<file path="src/rtl/ps2_rx_scan_decoder.sv">
// PS/2 keyboard receiver: deglitched clock, 11-bit frame capture with timeout,
// E0/F0 prefix decoding into make/break events, buffered in a valid/ready FIFO.
module ps2_rx_scan_decoder #(
  parameter int unsigned FILTER_LEN     = 8,
  parameter int unsigned TIMEOUT_CYCLES = 10000,
  parameter int unsigned FIFO_AW        = 2,
  parameter int unsigned EVENT_MODE     = 2
) (
  input  logic       clk,
  input  logic       reset,
  input  logic       ps2d,
  input  logic       ps2c,
  input  logic       clr_ovf,
  input  logic       evt_ready,
  output logic       evt_valid,
  output logic [7:0] evt_code,
  output logic       evt_break,
  output logic       evt_ext,
  output logic       rx_byte_tick,
  output logic [7:0] rx_byte,
  output logic       frame_err,
  output logic       overflow
);

  localparam int unsigned TMO_W = $clog2(TIMEOUT_CYCLES);
  localparam int unsigned PTR_W = FIFO_AW + 1;
  localparam int unsigned DEPTH = 1 << FIFO_AW;
  localparam logic [7:0]  CODE_EXT = 8'hE0;
  localparam logic [7:0]  CODE_BRK = 8'hF0;

  typedef struct packed {
    logic [7:0] code;
    logic       brk;
    logic       ext;
  } evt_t;

  typedef enum logic [1:0] {S_IDLE, S_SHIFT, S_CHECK} state_t;

  logic                  ps2c_s1, ps2c_s2, ps2d_s1, ps2d_s2;
  logic [FILTER_LEN-1:0] filt_sr;
  logic                  filt_q, filt_next_c, fall_edge_c;

  state_t                state_q, state_d;
  logic [3:0]            bit_cnt_q, bit_cnt_d;
  logic [8:0]            shreg_q, shreg_d;
  logic [TMO_W-1:0]      tmo_q, tmo_d;
  logic                  tick_d, err_d;
  logic [7:0]            rx_byte_d;

  logic                  ext_q, ext_d, brk_q, brk_d, push_c;
  evt_t                  push_evt_c;

  evt_t                  mem [DEPTH];
  logic [PTR_W-1:0]      wr_ptr, rd_ptr;
  logic                  full_c, pop_c, wr_en_c, drop_c;
  evt_t                  head_c;

  // Two-flop synchronisers and ps2c majority-free all-ones/all-zeros filter
  always_ff @(posedge clk or posedge reset) begin
    if (reset) begin
      ps2c_s1 <= 1'b1;
      ps2c_s2 <= 1'b1;
      ps2d_s1 <= 1'b1;
      ps2d_s2 <= 1'b1;
      filt_sr <= '1;
      filt_q  <= 1'b1;
    end else begin
      ps2c_s1 <= ps2c;
      ps2c_s2 <= ps2c_s1;
      ps2d_s1 <= ps2d;
      ps2d_s2 <= ps2d_s1;
      filt_sr <= {filt_sr[FILTER_LEN-2:0], ps2c_s2};
      filt_q  <= filt_next_c;
    end
  end

  always_comb begin
    filt_next_c = filt_q;
    if (&filt_sr)       filt_next_c = 1'b1;
    else if (~|filt_sr) filt_next_c = 1'b0;
    fall_edge_c = filt_q & ~filt_next_c;
  end

  // Frame FSM state register
  always_ff @(posedge clk or posedge reset) begin
    if (reset) begin
      state_q      <= S_IDLE;
      bit_cnt_q    <= '0;
      shreg_q      <= '0;
      tmo_q        <= '0;
      rx_byte_tick <= 1'b0;
      frame_err    <= 1'b0;
      rx_byte      <= '0;
    end else begin
      state_q      <= state_d;
      bit_cnt_q    <= bit_cnt_d;
      shreg_q      <= shreg_d;
      tmo_q        <= tmo_d;
      rx_byte_tick <= tick_d;
      frame_err    <= err_d;
      rx_byte      <= rx_byte_d;
    end
  end

  // Stop bit is judged as it arrives so the tick is visible during CHECK
  always_comb begin
    state_d   = state_q;
    bit_cnt_d = bit_cnt_q;
    shreg_d   = shreg_q;
    tmo_d     = tmo_q;
    tick_d    = 1'b0;
    err_d     = 1'b0;
    rx_byte_d = rx_byte;
    case (state_q)
      S_IDLE: begin
        if (fall_edge_c && !ps2d_s2) begin
          state_d   = S_SHIFT;
          bit_cnt_d = '0;
          tmo_d     = '0;
        end
      end
      S_SHIFT: begin
        if (fall_edge_c) begin
          tmo_d = '0;
          if (bit_cnt_q == 4'd9) begin
            state_d = S_CHECK;
            if ((^shreg_q) && ps2d_s2) begin
              tick_d    = 1'b1;
              rx_byte_d = shreg_q[7:0];
            end else begin
              err_d = 1'b1;
            end
          end else begin
            shreg_d   = {ps2d_s2, shreg_q[8:1]};
            bit_cnt_d = bit_cnt_q + 4'd1;
          end
        end else if (tmo_q == TMO_W'(TIMEOUT_CYCLES - 1)) begin
          state_d = S_IDLE;
          err_d   = 1'b1;
        end else begin
          tmo_d = tmo_q + TMO_W'(1);
        end
      end
      S_CHECK: state_d = S_IDLE;
      default: state_d = S_IDLE;
    endcase
  end

  // Prefix decoder: E0/F0 only arm flags; any other byte emits and clears them
  always_comb begin
    ext_d      = ext_q;
    brk_d      = brk_q;
    push_c     = 1'b0;
    push_evt_c = '{code: rx_byte, brk: brk_q, ext: ext_q};
    if (frame_err) begin
      ext_d = 1'b0;
      brk_d = 1'b0;
    end else if (rx_byte_tick) begin
      if (rx_byte == CODE_EXT) begin
        ext_d = 1'b1;
      end else if (rx_byte == CODE_BRK) begin
        brk_d = 1'b1;
      end else begin
        ext_d = 1'b0;
        brk_d = 1'b0;
        if (EVENT_MODE == 0)      push_c = brk_q;
        else if (EVENT_MODE == 1) push_c = ~brk_q;
        else                      push_c = 1'b1;
      end
    end
  end

  always_ff @(posedge clk or posedge reset) begin
    if (reset) begin
      ext_q <= 1'b0;
      brk_q <= 1'b0;
    end else begin
      ext_q <= ext_d;
      brk_q <= brk_d;
    end
  end

  // Event FIFO; a pop frees the slot for a simultaneous push when full
  always_comb begin
    evt_valid = (wr_ptr != rd_ptr);
    full_c    = (wr_ptr[FIFO_AW] != rd_ptr[FIFO_AW]) &&
                (wr_ptr[FIFO_AW-1:0] == rd_ptr[FIFO_AW-1:0]);
    pop_c     = evt_valid & evt_ready;
    wr_en_c   = push_c & (~full_c | pop_c);
    drop_c    = push_c & full_c & ~pop_c;
    head_c    = evt_valid ? mem[rd_ptr[FIFO_AW-1:0]] : '0;
    evt_code  = head_c.code;
    evt_break = head_c.brk;
    evt_ext   = head_c.ext;
  end

  always_ff @(posedge clk) begin
    if (wr_en_c) mem[wr_ptr[FIFO_AW-1:0]] <= push_evt_c;
  end

  always_ff @(posedge clk or posedge reset) begin
    if (reset) begin
      wr_ptr   <= '0;
      rd_ptr   <= '0;
      overflow <= 1'b0;
    end else begin
      if (wr_en_c) wr_ptr <= wr_ptr + PTR_W'(1);
      if (pop_c)   rd_ptr <= rd_ptr + PTR_W'(1);
      if (drop_c)       overflow <= 1'b1;
      else if (clr_ovf) overflow <= 1'b0;
    end
  end

endmodule

</file>
<file path="config.mk">
export PLATFORM = sky130hd
export DESIGN_NAME = ps2_rx_scan_decoder
export DESIGN_NICKNAME = d
export VERILOG_FILES = /design/src/rtl/ps2_rx_scan_decoder.sv
export SDC_FILE = /design/constraint.sdc
export NUM_CORES = 1
export LEC_CHECK = 0
export BUFFER_PORTS_ARGS = -buffer_cell sky130_fd_sc_hd__buf_2
export CELL_PAD_IN_SITES_DETAIL_PLACEMENT = 1
export CELL_PAD_IN_SITES_GLOBAL_PLACEMENT = 2
export CORE_ASPECT_RATIO = 0.6
export CORE_MARGIN = 5
export CORE_UTILIZATION = 43
export DETAILED_ROUTE_END_ITERATION = 7
export GPL_TIMING_DRIVEN = 0
export MAX_ROUTING_LAYER = met4
export PLACE_DENSITY_LB_ADDON = 0.1
export SLEW_MARGIN = 5
export SYNTH_ARGS = -nofsm -noshare
export SYNTH_HDL_FRONTEND = slang
export SYNTH_SLANG_ARGS = --single-unit
</file>
<file path="constraint.sdc">
create_clock -name clk -period 2.65 [get_ports clk]
set_input_delay 0.265 -clock clk [delete_from_list [all_inputs] [get_ports clk]]
set_output_delay 0.265 -clock clk [all_outputs]
set_load 0.02 [all_outputs]
</file>
=== Word level (Yosys, flattened, before mapping) ===
Memory sizes are Yosys's and may differ from the RTL's.
Cells that the tools add are included.

* Register bits: 61
* RAM bits: 40
* Memories kept: 1

* Muxes and demuxes: 41
* Equality and inequality tests: 16
* Bitwise logic cells: 10
* Reduce and logical (&&, ||, !) cells: 18
* Add/subtract/negate cells: 4

{| class="wikitable"
|+ Memories
! memory !! depth !! bits a word !! read ports !! clocked after Yosys merged registers in !! wr ports !! RTL line !! text
|-
| mem || 4 || 10 || 1 || 0 || 1 || 53 || <nowiki>evt_t mem [DEPTH];</nowiki>
|}

{| class="wikitable"
|+ Operator list
! kind !! number
|-
| $mux 14 || 3
|-
| $pmux 14 s2 || 1
|-
| $mux 1 || 27
|-
| $eq 8x8->1 const B || 2
|-
| $add 14x1->14 const B || 1
|-
| $eq 14x14->1 const B || 1
|-
| $mux 4 || 3
|-
| $ne 3x3->1 const B || 4
|-
| $mux 10 || 1
|-
| $reduce_and 3->1 || 3
|-
| $reduce_xor 9->1 || 1
|-
| $mux 2 || 4
|-
| $ne 2x2->1 const B || 4
|-
| $pmux 4 s2 || 1
|-
| $reduce_and 4->1 || 2
|-
| $reduce_and 8->1 || 1
|-
| $reduce_or 8->1 || 1
|-
| $add 3x1->3 const B || 2
|-
| $reduce_bool 2->1 || 3
|-
| $and 1x1->1 || 5
|-
| $add 4x1->4 const B || 1
|-
| $eq 4x4->1 const B || 1
|-
| $not 1->1 || 4
|-
| $pmux 2 s2 || 1
|-
| other kinds (9) || 12
|}

=== Depth between registers and ports, before layout ===
Gate-level depths: netlist (run 1).

* Depth after elaboration: 8
* Gate-level depth with buffers: 7
* Mapped depth without buffers: 6

=== Worst setup path after synthesis (run 1) ===
Ideal clock, no wire load.

* Path kind: flip-flop to flip-flop
* Start point: register rx_byte[0]
* End point: register wr_ptr[2]
* Arrival: 2000 ps
* Data required time: 2507 ps
* Path slack: 506 ps
* Cell stages (with the launch flop): 6
* Clock period less this slack: 2144 ps
* Cells stage by stage: dfrtp_1 or3b_2 o41ai_1 nor3_1 and2_1 xor2_1

* Cells in the longest elaborated chain, start to end: 6
* Elaborated cells between the ends (all ways): 7

{| class="wikitable"
|+ Ends and longest elaborated chain
! item !! RTL line !! text
|-
| start: declaration || 20 || <nowiki>output logic [7:0] rx_byte,</nowiki>
|-
| start signal: assignment || 101 || <nowiki>rx_byte <= rx_byte_d;</nowiki>
|-
| $eq 8x8->1 || 161 || <nowiki>end else if (rx_byte == CODE_BRK) begin</nowiki>
|-
| $mux 1 || 161 ||
|-
| $mux 1 (*) || 159 || <nowiki>if (rx_byte == CODE_EXT) begin</nowiki>
|-
| $mux 1 (*) || 158 || <nowiki>end else if (rx_byte_tick) begin</nowiki>
|-
| $mux 1 (*) || 155 || <nowiki>if (frame_err) begin</nowiki>
|-
| $and 1x1->1 (*) || 189 || <nowiki>wr_en_c = push_c & (~full_c | pop_c);</nowiki>
|-
| end signal: assignment || 207 || <nowiki>if (wr_en_c) wr_ptr <= wr_ptr + PTR_W'(1);</nowiki>
|-
| end: declaration || 54 || <nowiki>logic [PTR_W-1:0] wr_ptr, rd_ptr;</nowiki>
|}

Every way passes the cells marked *; elsewhere a longest branch is shown, timed or not.
A chain may end at the register's enable or synchronous reset.

=== Worst setup path in the final report (run 1) ===
* Start point: register filt_sr[1]
* End point: register tmo_q[3]

* Cells in the longest elaborated chain, start to end: 8
* Elaborated cells between the ends (all ways): 12

{| class="wikitable"
|+ Ends and longest elaborated chain
! item !! RTL line !! text
|-
| start: declaration || 40 || <nowiki>logic [FILTER_LEN-1:0] filt_sr;</nowiki>
|-
| start signal: assignment || 72 || <nowiki>filt_sr <= {filt_sr[FILTER_LEN-2:0], ps2c_s2};</nowiki>
|-
| $reduce_or 8->1 || 80 || <nowiki>else if (~|filt_sr) filt_next_c = 1'b0;</nowiki>
|-
| $mux 1 || 80 ||
|-
| $mux 1 (*) || 79 || <nowiki>if (&filt_sr) filt_next_c = 1'b1;</nowiki>
|-
| $not 1->1 (*) || 81 || <nowiki>fall_edge_c = filt_q & ~filt_next_c;</nowiki>
|-
| $and 1x1->1 (*) || 81 ||
|-
| $logic_and 1x1->1 || 116 || <nowiki>if (fall_edge_c && !ps2d_s2) begin</nowiki>
|-
| $ne 2x2->1 (no line) || n/a ||
|-
| $reduce_and 3->1 (no line) || n/a ||
|-
| end signal: assignment || 98 || <nowiki>tmo_q <= tmo_d;</nowiki>
|-
| end: declaration || 46 || <nowiki>logic [TMO_W-1:0] tmo_q, tmo_d;</nowiki>
|}

Marked as above.

==> flow_metrics.tcl, run 1 <==
set metrics [dict create \
    nets 364 \
    power_leakage_uw 0.002185 \
    slew_headroom_pct 22.35 \
    final_cell_mix "dfrtp_1, edfxtp_1, buf_2, mux2_2, and2_1" \
    pwr_density_cell_mw_per_mm2 666.7 \
    synth_xor_xnor_area_share_pct 3.129 \
    core_area_sq_mm 0.009879 \
    overflow 0 \
    start_util_pct 44.11 \
    power.total_uw 3324 \
    cts_tree "built" \
    yosys_warnings 0 \
    crit_arrival_ns 2.62 \
    drive_gt1_share_pct 26.76 \
    worst_pin_slew_ns 1.155 \
    max_stage_delay_ns 0.95 \
    rows 28 \
    design_area_sq_mm 0.004986 \
    drtPass1Iterations 4 \
    synth_seq_area_share_pct 62.96 \
    slowest_stage "o31ai_1" \
    timing.max_cap.violations 0 \
    synthSimpleGateAreaFrac_pct 12.43 \
    dpl_cell_area_sq_mm 0.004664 \
    met2_usage_pct 22.98 \
    wl_per_cell_um 18.73 \
    antenna_left 0 \
    diodes 0 \
    drcViolationCount 0 \
    reg2reg_from "filt_sr[1]" \
    root_buffer "clkbuf_16" \
    async_flop_share_pct 60.40 \
    critPathTopFamily "compound AO/OA/AOI/OAI gates" \
    setup_viol 0 \
    grt_pass1_vias 2690 \
    path_cells "or4_1, o31ai_1, nor2_1, o21ai_1, o31ai_1" \
    cp_common_cell "o31ai_1" \
    final_common_cell "dfrtp_1" \
    area_delta_synth_final_pct 14.41 \
    ff2ff_setup_slack_ns 0.22 \
    antenna_found_initial 0 \
    die_height_um 87.98 \
    critPathRequiredTime_ns 2.84 \
    synth-edff-count 40 \
    drt-initial-drc-count 166 \
    numCtsBuffers 9 \
    synthMuxAreaShare_pct 10.05 \
    synth_top_family_by_area "simple AND/OR/NAND/NOR gates" \
    cp_max_fo 8 \
    grt_max_degree 62 \
    clkTransAtPathRegs_ns 0.07 \
    clock.fmax_mhz 410.8 \
    via_per_inst 5.363 \
    fin_tns_setup_ns 0 \
    synthAdderAreaFrac_pct 2.297 \
    slew_violations 0 \
    rsz0062_at_grt "false" \
    fp.dieW_um 140.0 \
    syn-cell-area_sq_mm 0.004358 \
    min_path_type "primary input to asynchronous set/reset pin" \
    r2r-end "tmo_q[3]" \
    cellInternalPower_uw 2501 \
    p_seq_share_pct 51.5 \
    hpwl_um 6307 \
    synth_area_per_cell_sq_um 14.06 \
    portBuffers 27 \
    post-cts-setup-buffers 0 \
    synth_top_area_cell "dfrtp_1" \
    synthesis.nets 324 \
    grt_use_met1_pct 23.68 \
    htreeDepth 3 \
    status "finished clean" \
    netlist.area_leader.share_pct 27.56 \
    grt_pass1_wl_um 14880 \
    syn_inst 310 \
    cts_sinks 101 \
    die_area_sq_mm 0.01231 \
    synth_area_leaders "dfrtp_1, edfxtp_1, dfstp_2, mux4_2, mux2_2" \
    ys.flop_type "dfrtp_1" \
    ios 28 \
    vias 2628 \
    timing.final.crit_share_pct 91.86 \
    setup_ws_ns 0.2157 \
    critPathKind "flip-flop to flip-flop" \
    yosysUniqueCellTypes 47 \
    power.switching_uw 823.0 \
    wirelength_um 9178 \
    top_usage_layer "met1" \
    routabilityCongestion 0.7170 \
    grt_usage_pct 16.46 \
    comb_power_share_pct 9.5 \
    end_kind "flip-flop" \
    hold_viol 0 \
    swShare_pct 24.76 \
    finClkSkew_ns 0.01093 \
    clock_latency_ns 0.35 \
    ir_worst_vdd_v 0.0003411 \
    power_frac_clock_pct 39.0 \
    cts_buffer_depth 2 \
    synth_compound_area_share_pct 7.321 \
    grt_use_met3_pct 4.364 \
    critical_path_buf_inv_count 0 \
    reg2regPathDepth 5 \
    place_ws_ns 0.009517 \
    ys_ff_latch 101 \
    fin_crit_ns 2.434 \
    worstSetupStartpointType "flip-flop" \
]
[cell type report]
| type | instances | area, sq um |
|---|---|---|
| Fill cell | 1014 | 4893 |
| Sequential cell | 101 | 2744 |
| Multi-Input combinational cell | 191 | 1543 |
| Clock buffer | 11 | 254.0 |
| Tap cell | 135 | 168.9 |
| Timing Repair Buffer | 29 | 155.1 |
| Inverter | 11 | 43.79 |
| Clock inverter | 5 | 40.04 |
| Buffer | 7 | 37.54 |
[routing by layer]
metal / up-vias / part of all wire (%)
li1: 1235 / -
met1: 1339 / 52
met2: 44 / 43
met3: 10 / 3.8
met4: 0 / 1.2
met5: - / 0
[worst max path at each step]
stage | endpoint | cells after the start | startpoint
after floorplan | wr_ptr[2] | 5 | rx_byte[0]
after global placement | rd_ptr[0] | 2 | reset
after detailed placement | wr_ptr[2] | 5 | rx_byte[7]
after CTS | wr_ptr[2] | 5 | rx_byte[7]
after global routing | bit_cnt_q[2] | 5 | filt_sr[1]
final | tmo_q[3] | 5 | filt_sr[1]
[cell usage after synthesis (4+ instances only)]
library cell and count:
a21oi_1 4, and2_1 16, and3_1 5, dfrtp_1 48, dfstp_2 13, edfxtp_1 40, ha_1 8, inv_1 11
mux2_2 16, mux4_2 10, nand2_1 14, nand2b_1 6, nand3_1 8, nor2_1 12, nor4_1 6, o21ai_0 9
o21ai_1 14, o31ai_1 8, xnor2_1 9, xor2_1 4
[power groups by stage]
stage | registers [uW] | logic [uW] | clock network (uW)
finish | 1710 | 316 | 1300
global route | 1720 | 354 | 1410
CTS | 1710 | 330 | 1330
detailed placement | 1740 | 322 | 0
global placement | 1740 | 313 | 0
floorplan | 1730 | 244 | 0
[flip-flops by register name, summed over array words and instances, names as in the netlist, 2 cells and up]
name / cells
tmo_q: 14
bit_cnt_q: 4
shreg_q: 9
state_q: 2
rx_byte: 8
wr_ptr: 3
filt_sr: 8
mem: 40
rd_ptr: 3
[stage by stage]
step	util [%]	hold slack (ns)	instances
floorplan	-	0.2695	310
global route	50.47	0.09458	490
finish	50.47	0.06514	490
global placement	47.19	0.3455	472
detailed placement	47.21	0.3476	472
CTS	50.39	0.09289	490
[logic make-up after synthesis]
group / Yosys count
AOI/OAI and AO/OA: 50
xor gates and xnor gates: 14
muxes: 29
and+or+nand+nor: 90
adders and majority gates: 8
DFF: 101
buffers and inverters: 18
[what timing repair did]
action	4_1_cts	5_1_grt
hold buffers	2	0
endpoints found under the hold margin	2	0
endpoints found under the setup margin	0	37
gates resized for setup	0	1
Power figures use the tool's default switching activity.
==> run 2: changes to the inputs <==
- HOLD_SLACK_MARGIN: not set -> 0.08
- RECOVER_POWER: not set -> 50
==> run 2 against run 1 <==
Register-to-register slack barely moved. Via count down 0.19%. Worst setup slack got worse by 0.015 ns. Wire length is essentially flat. Global-route usage did not move. Largest power group unchanged. Highest routed layer unchanged.
==> flow_metrics.tcl, run 2 (synthesis results as in run 1) <==
set metrics [dict create \
    clock_latency_ns 0.35 \
    die_height_um 87.98 \
    min_path_type "primary input to flip-flop" \
    grt_usage_pct 16.46 \
    vias 2623 \
    start_util_pct 44.11 \
    final_core_util_pct 50.44 \
    via_per_inst 5.353 \
    end_kind "flip-flop" \
    numCtsBuffers 9 \
    finClkSkew_ns 0.01093 \
    slew_headroom_pct 12.87 \
    grt_pass1_wl_um 14880 \
    crit_arrival_ns 2.64 \
    comb_power_share_pct 9.5 \
    setup_viol 0 \
    hpwl_um 6307 \
    slew_violations 0 \
    swShare_pct 24.76 \
    final_cell_mix "dfrtp_1, edfxtp_1, buf_2, mux2_2, and2_1" \
    core_area_sq_mm 0.009879 \
    dr_wl_met3_um 341 \
    portBuffers 27 \
    cp_max_fo 8 \
    power.switching_uw 822.2 \
    critPathKind "flip-flop to flip-flop" \
    min_delay_path_depth 2 \
    power_leakage_uw 0.002181 \
    grt_pass1_vias 2690 \
    antenna_left 0 \
    overflow 0 \
    wl_met1_um 4740 \
    fp.dieW_um 140.0 \
    routed.top_layer "met4" \
    timing.final.crit_share_pct 92.42 \
    timing.max_cap.violations 0 \
    slowest_stage "o31ai_1" \
    htreeDepth 3 \
    status "finished clean" \
    p_seq_share_pct 51.5 \
    pwr_density_cell_mw_per_mm2 666.4 \
    nets 364 \
    clock.fmax_mhz 408.3 \
    area_delta_synth_final_pct 14.36 \
    fin_tns_setup_ns 0 \
    post-cts-setup-buffers 0 \
    routed-wl-met2_um 3988 \
    root_buffer "clkbuf_16" \
    max_stage_delay_ns 0.94 \
    power_frac_clock_pct 39.0 \
    diodes 0 \
    reg2regPathDepth 5 \
    rows 28 \
    drtPass1Iterations 4 \
    drt-initial-drc-count 167 \
    cp_common_cell "o31ai_1" \
    routabilityCongestion 0.7170 \
    clkTransAtPathRegs_ns 0.07 \
    antenna_found_initial 0 \
    cellInternalPower_uw 2499 \
    grt_max_degree 62 \
    drive_gt1_share_pct 24.79 \
    largest_reg_flops 40 \
    ir_worst_vdd_v 0.0003411 \
    ios 28 \
    critPathRequiredTime_ns 2.84 \
    final_common_cell "dfrtp_1" \
    n_fill_cell 1014 \
    wirelength_um 9177 \
    path_cells "or4_1, o31ai_1, nor2_1, o21ai_1, o31ai_1" \
    hold_viol 0 \
    cts_sinks 101 \
    fin_crit_ns 2.449 \
    worstSetupStartpointType "flip-flop" \
    cts_buffer_depth 2 \
    wl_per_cell_um 18.73 \
    cts_tree "built" \
    rsz0062_at_grt "false" \
    drcViolationCount 0 \
    worst_pin_slew_ns 1.305 \
    die_area_sq_mm 0.01231 \
]
==> run 2: cell types whose count changed in the layout (fill, tap and decap cells not counted) <==
cell,previous run,this run
dfstp_2,13,6
inv_2,0,1
inv_4,1,0
dfstp_1,0,7
==> run 2: metrics by stage <==
step           worst slack [ns]  hold WS [ns]  total power, uW  cell area, sq um  std cells
2_1_floorplan            0.5062        0.2695             1972              4358        310
3_3_place_gp            0.01713        0.3455             2055              4662        472
3_5_place_dp           0.009517        0.3476             2066              4664        472
4_1_cts                 0.02251       0.09289             3373              4979        490
5_1_grt                 0.05335       0.09460             3480              4984        490
6_report                 0.2009        0.1062             3321              4984        490
==> run 2: area by class of cell <==
cell class              instances  area (sq um)  share of cell area [%]
multi-input cells             191          1543                   30.96
flip-flops and latches        101          2744                   55.06
well taps                     135         168.9                   3.389
clock inverters                 5         40.04                  0.8034
clock buffers                  11         254.0                   5.097
repair buffers                 29         155.1                   3.113
inverters                      11         41.29                  0.8285
plain buffers                   7         37.54                  0.7532
==> run 2: metal layers <==
layer | track usage [%] | vias to the layer above
li1 | - | 1233
met1 | 23.68 | 1338
met2 | 22.98 | 42
met3 | 4.364 | 10
met4 | 4.749 | 0
met5 | - | -
==> run 2: power groups by stage <==
stage / registers [uW] / logic [uW] / clock network [uW]
finish: 1710 / 315 / 1300
CTS: 1710 / 330 / 1330
global route: 1710 / 353 / 1410
detailed placement: 1740 / 322 / 0
global placement: 1740 / 313 / 0
floorplan: 1730 / 244 / 0
==> run 2: what timing repair did <==
action	CTS	global route
setup endpoints to repair	0	37
hold endpoints to repair	2	0
resized for setup	0	1
hold buffers	2	0
==> run 2: worst paths after layout <==
check | startpoint | to | slack, ns
max | filt_sr[1] | tmo_q[3] | 0.20
min | clr_ovf | overflow | 0.11
max reg2reg | filt_sr[1] | tmo_q[3] | 0.20
min reg2reg | ps2d_s1 | ps2d_s2 | 0.36
max in group asynchronous | reset | rd_ptr[1] | 1.57
min in group asynchronous | reset | rx_byte[0] | 0.28
==> run 2: worst max-delay path: cells and delay by family, from the launching register on <==
family	cells	cell delay [ns]
compound gates	3	1.19
flops	1	0.39
simple gates	2	0.70
